**src/rtl/mem_arbiter.sv**
```systemverilog
// ---------------------------------------------------------------------------
// mem_arbiter
//
// Shares one variable-latency memory port (req/ack handshake) between the
// CPU instruction-fetch side (i_*) and data side (d_*).  The data side wins
// ties because its access is older in the pipeline; a streak counter limits
// how many consecutive D grants may pass a waiting fetch.  A watchdog aborts
// any access the memory never acknowledges and raises a sticky bus_error.
//
// Ports
//   clk, reset            clock, asynchronous active-high reset
//   i_readM, i_address    fetch request (level) and address
//   i_rdata, i_ready      fetched word and one-cycle completion pulse
//   d_readM, d_writeM     data read / write request (level)
//   d_address, d_wdata    data address and write data
//   d_rdata, d_ready      read data and one-cycle completion pulse
//   m_readM, m_writeM     memory strobes (held for the whole access)
//   m_address, m_wdata    memory address / write data
//   m_rdata, m_ack        memory read data and one-cycle completion
//   bus_error             sticky timeout flag, cleared only by reset
// ---------------------------------------------------------------------------
module mem_arbiter #(
    parameter int WORD_SIZE    = 16,
    parameter int MAX_D_STREAK = 4,
    parameter int TIMEOUT      = 255
) (
    input  logic                 clk,
    input  logic                 reset,
    input  logic                 i_readM,
    input  logic [WORD_SIZE-1:0] i_address,
    output logic [WORD_SIZE-1:0] i_rdata,
    output logic                 i_ready,
    input  logic                 d_readM,
    input  logic                 d_writeM,
    input  logic [WORD_SIZE-1:0] d_address,
    input  logic [WORD_SIZE-1:0] d_wdata,
    output logic [WORD_SIZE-1:0] d_rdata,
    output logic                 d_ready,
    output logic                 m_readM,
    output logic                 m_writeM,
    output logic [WORD_SIZE-1:0] m_address,
    output logic [WORD_SIZE-1:0] m_wdata,
    input  logic [WORD_SIZE-1:0] m_rdata,
    input  logic                 m_ack,
    output logic                 bus_error
);

    typedef enum logic [2:0] {
        IDLE   = 3'd0,
        BUSY_I = 3'd1,
        BUSY_D = 3'd2,
        RESP_I = 3'd3,
        RESP_D = 3'd4
    } state_t;

    localparam logic [3:0] STREAK_LIMIT = 4'(MAX_D_STREAK);
    localparam logic [3:0] STREAK_SAT   = 4'hF;
    localparam logic [7:0] TIMEOUT_VAL  = 8'(TIMEOUT);
    localparam logic [WORD_SIZE-1:0] ERR_DATA = {WORD_SIZE{1'b1}};

    state_t     state_r;
    logic [3:0] streak_r;
    logic [7:0] tcnt_r;

    logic       d_req_s;
    logic       grant_d_s;
    logic       grant_i_s;
    logic [3:0] streak_next_s;
    logic [7:0] tcnt_next_s;

    // Arbitration decision for the IDLE edge; D wins unless a waiting fetch
    // has already been passed MAX_D_STREAK times in a row.
    always_comb begin
        d_req_s   = d_readM | d_writeM;
        grant_d_s = d_req_s && (!i_readM || (streak_r < STREAK_LIMIT));
        grant_i_s = !grant_d_s && i_readM;
        if (!i_readM) begin
            streak_next_s = 4'd0;
        end else if (streak_r == STREAK_SAT) begin
            streak_next_s = STREAK_SAT;
        end else begin
            streak_next_s = streak_r + 4'd1;
        end
        tcnt_next_s = tcnt_r + 8'd1;
    end

    // Arbiter FSM with all outputs registered.
    always_ff @(posedge clk or posedge reset) begin
        if (reset) begin
            state_r   <= IDLE;
            streak_r  <= 4'd0;
            tcnt_r    <= 8'd0;
            i_rdata   <= '0;
            i_ready   <= 1'b0;
            d_rdata   <= '0;
            d_ready   <= 1'b0;
            m_readM   <= 1'b0;
            m_writeM  <= 1'b0;
            m_address <= '0;
            m_wdata   <= '0;
            bus_error <= 1'b0;
        end else begin
            case (state_r)
                IDLE: begin
                    i_ready <= 1'b0;
                    d_ready <= 1'b0;
                    tcnt_r  <= 8'd0;
                    if (grant_d_s) begin
                        // Read and write together is treated as a write.
                        state_r   <= BUSY_D;
                        m_address <= d_address;
                        m_wdata   <= d_wdata;
                        m_writeM  <= d_writeM;
                        m_readM   <= !d_writeM;
                        streak_r  <= streak_next_s;
                    end else if (grant_i_s) begin
                        state_r   <= BUSY_I;
                        m_address <= i_address;
                        m_wdata   <= '0;
                        m_writeM  <= 1'b0;
                        m_readM   <= 1'b1;
                        streak_r  <= 4'd0;
                    end else begin
                        state_r <= IDLE;
                    end
                end
                BUSY_I, BUSY_D: begin
                    tcnt_r <= tcnt_next_s;
                    if (m_ack || (tcnt_next_s == TIMEOUT_VAL)) begin
                        m_readM  <= 1'b0;
                        m_writeM <= 1'b0;
                        // An ack on the final watchdog cycle still counts as good.
                        if (!m_ack) begin
                            bus_error <= 1'b1;
                        end else begin
                            bus_error <= bus_error;
                        end
                        if (state_r == BUSY_I) begin
                            i_rdata <= m_ack ? m_rdata : ERR_DATA;
                            i_ready <= 1'b1;
                            state_r <= RESP_I;
                        end else begin
                            // Writes leave the last read data visible.
                            if (m_readM) begin
                                d_rdata <= m_ack ? m_rdata : ERR_DATA;
                            end else begin
                                d_rdata <= d_rdata;
                            end
                            d_ready <= 1'b1;
                            state_r <= RESP_D;
                        end
                    end else begin
                        state_r <= state_r;
                    end
                end
                RESP_I, RESP_D: begin
                    i_ready <= 1'b0;
                    d_ready <= 1'b0;
                    state_r <= IDLE;
                end
                default: begin
                    i_ready  <= 1'b0;
                    d_ready  <= 1'b0;
                    m_readM  <= 1'b0;
                    m_writeM <= 1'b0;
                    state_r  <= IDLE;
                end
            endcase
        end
    end

endmodule

```
**config.mk**
```make
export PLATFORM = sky130hd
export DESIGN_NAME = mem_arbiter
export DESIGN_NICKNAME = d
export VERILOG_FILES = /design/src/rtl/mem_arbiter.sv
export SDC_FILE = /design/constraint.sdc
export NUM_CORES = 1
export LEC_CHECK = 0
export CORE_MARGIN = 4
export CORE_UTILIZATION = 25
export DETAILED_ROUTE_END_ITERATION = 10
export PLACE_DENSITY_LB_ADDON = 0.25
export SKIP_CTS_REPAIR_TIMING = 1
export SLEW_MARGIN = 20
export SYNTH_ARGS = -nofsm -noshare
export SYNTH_HDL_FRONTEND = slang
export SYNTH_SLANG_ARGS = --single-unit
export TNS_END_PERCENT = 1
```
**constraint.sdc**
```tcl
create_clock -name clk -period 3.1 [get_ports clk]
set_input_delay 0.62 -clock clk [delete_from_list [all_inputs] [get_ports clk]]
set_output_delay 0.62 -clock clk [all_outputs]
set_load 0.01 [all_outputs]
```
==> out/qor.txt <==
Status: finished, final reports clean
Minimum clock period: 2.10 ns
Critical Path Start Type: flop
Reg clk slew, reported paths: 0.06 ns
Setup TNS: 0 ns
Adder-cell share of the synthesized area: 1.18%
Pin count of the biggest net entering global routing: 39
Syn Inst Count: 386
Max-slew violations: 0
Crit Path Max Fanout: 35
Final ANT Viol Nets: 0
Post-synthesis net count: 459
Compound-Gate Fraction of Synth Area: 24.3%
CTS Buf Count: 9
Largest family of logic cells by synthesized area: compound AO/OA/AOI/OAI gates
# IOs: 139
Post-synthesis mux area share: 0.249%
Max Freq: 476 MHz
Worst-Margin Slew: 0.739 ns
Total track usage: 12.2%
Area grow syn2layout: 45.2%
Clock Latency Late Sink: 0.34 ns
RSZ-0062 raised after global routing: false
Final period utilization: 67.7%
Clk_skew: 0.00995 ns
WL/cell: 14.9 um
Syn avg cell area: 10.4 sq um
Via density: 4.57
Multi-input logic area: 1610 sq um
Non-Filler Instances: 738
R2r setup slk: 1.00 ns
Global-route wire length before repair: 17,800 um
Power Density: 849 nW/um^2
Synth warn: 0
Number of max-cap violations: 0
CTS Root Cell: clkbuf_16
Drt pass-1 iters: 4
Pleak: 2.33 nW
Rows: 46
Synth Area in Simple Gates: 12.7%
XOR/XNOR Fraction of Synth Area: 1.52%
Area of the die: 18,200 sq um
Commonest cells after routing, fill and taps aside: clkdlybuf4s50_1, dfrtp_1, nand2_1, inv_1, o22ai_1
Placed Cells incl. Taps: 723
Nets@finish: 591
Antenna violations before repair: 0
Final worst slack: 1.00 ns
Filler cells: 1,571
Overall power: 4.96 mW
Crit. Startpoint: tcnt_r[0]
Maximum clock path buffer count: 2
Die Ht: 135 um
Number of global-route vias before repair: 3,431
Port Buffers: 138
Hold_ws: 0.475 ns
CTS tree: done
Starting density of the core: 25.4%
Max VDD drop: 0.348 mV
Worst Setup EP: i_rdata[1]
GR Overflow Total: 0
WS Path Type: flop to flop
Reg2reg end: i_rdata[1]
R2R Path Start: tcnt_r[0]
Fraction of layout cells with a size suffix above 1: 12.8%
Min-Delay Path Class: flop to flop
Final setup violation count: 0
Depth of the CTS H-tree: 3
Commonest non-fill, non-tap cell in the layout: clkdlybuf4s50_1
Seq cells post-synth: 84
Synthesized area: 4020 sq um
Drt total wl: 11,000 um
Core area: 15,800 sq um
Crit path capture type: flop
Die Width: 135 um
Gpl congestion: 0.792
CP Data Arrival Time: 2.29 ns
Seq. cell area: 2100 sq um
Clock Sinks: 84
R2R depth: 6
Hold Fails Final Rpt: 0
Iteration-0 DRC count of the detailed router: 164
Sequential element share of the synthesized area: 52.3%
Required @ worst endpoint: 3.30 ns
Max-slew headroom: 50.7%
N_diodes: 0
DP HPWL: 7630 um
Via count: 3,374
Post-synthesis cell type count: 49
Worst slack, placed: 0.741 ns
Drt drc: 0
==> cell usage after synthesis (all sizes together) <==
| cell | instances | area share [%] |
|---|---|---|
| a211oi | 1 | 0.19 |
| a21boi | 1 | 0.28 |
| a21oi | 36 | 7.6 |
| a22o | 17 | 3.7 |
| a31o | 1 | 0.22 |
| a31oi | 21 | 3.3 |
| a41oi | 1 | 0.22 |
| and2 | 1 | 0.16 |
| and3 | 1 | 0.16 |
| and4bb | 1 | 0.31 |
| buf | 22 | 4.2 |
| clkbuf | 3 | 0.28 |
| dfrtp | 84 | 52 |
| ha | 3 | 0.93 |
| inv | 36 | 3.4 |
| maj3 | 1 | 0.25 |
| mux2i | 1 | 0.25 |
| nand2 | 46 | 4.5 |
| nand2b | 2 | 0.31 |
| nand3 | 6 | 0.75 |
| nand3b | 2 | 0.37 |
| nand4 | 2 | 0.31 |
| nand4bb | 1 | 0.28 |
| nor2 | 25 | 2.5 |
| nor2b | 1 | 0.16 |
| nor3 | 5 | 1.2 |
| nor3b | 2 | 0.93 |
| nor4 | 1 | 0.16 |
| o2111ai | 1 | 0.22 |
| o211ai | 2 | 0.37 |
| o21a | 3 | 0.56 |
| o21ai | 11 | 1.6 |
| o22a | 3 | 0.65 |
| o22ai | 33 | 5.1 |
| o31ai | 2 | 0.37 |
| or2b | 2 | 0.37 |
| or3 | 1 | 0.16 |
| xnor2 | 3 | 0.84 |
| xor2 | 1 | 0.68 |
==> metal layers <==
layer	vias to the layer above	track usage [%]	wire length [um]
li1	1630	-	-
met1	1601	16.4	5060
met2	134	17.8	4820
met4	0	4.24	125
met3	9	4.77	976
met5	-	0	0
==> state kept, by name (all words and copies together) (netlist names), 3 cells and up <==
register / flops
d_rdata: 16
i_rdata: 16
m_address: 16
m_wdata: 16
state_r: 3
streak_r: 4
tcnt_r: 8
==> worst max-delay path, cell delays in order, from the launching register on <==
cell and delay [ns]:
dfrtp_1 0.44, ha_1 0.32, xnor2_1 0.31, nor3_4 0.10, a21oi_4 0.14, buf_4 0.49, a21oi_1 0.15
==> per-stage QoR <==
stage               util [%]  instance area [sq um]
CTS                     36.9                   5840
detailed placement      35.2                   5570
global route            36.9                   5840
global placement        35.2                   5570
floorplan                  -                   4020
finish                  36.9                   5840
==> cell type report <==
cell class,instances,area share [%]
clock buffer,12,4.22
clock inverter,3,0.407
inverter,36,2.34
multi-input combinational,241,27.5
sequential,84,36.0
tap,216,4.63
timing repair buffer,146,24.9
==> worst min-delay path by stage <==
stage	from	endpoint	slack, ns	cells past startpoint
floorplan	streak_r[1]	streak_r[1]	0.45	2
global placement	bus_error	bus_error	0.47	1
detailed placement	bus_error	bus_error	0.47	1
CTS	bus_error	bus_error	0.48	1
global route	bus_error	bus_error	0.50	1
finish	bus_error	bus_error	0.48	1
==> power by group <==
| group | internal [mW] | total (mW) | switching [mW] |
|---|---|---|---|
| Sequential | 1.47 | 1.81 | 0.339 |
| Clock | 0.562 | 1.00 | 0.440 |
| Combinational | 1.14 | 2.15 | 1.00 |
| Total | 3.18 | 4.96 | 1.78 |
==> kinds of logic after synthesis <==
kind of cell             after synthesis
XOR/XNOR                               4
AO/OA/AOI/OAI                        133
AND/OR/NAND/NOR                       99
multiplexers                           1
adder cells (fa/ha/maj)                4
buffers and inverters                 61
flip-flops                            84
No activity file was read; power rests on OpenSTA's default activity.
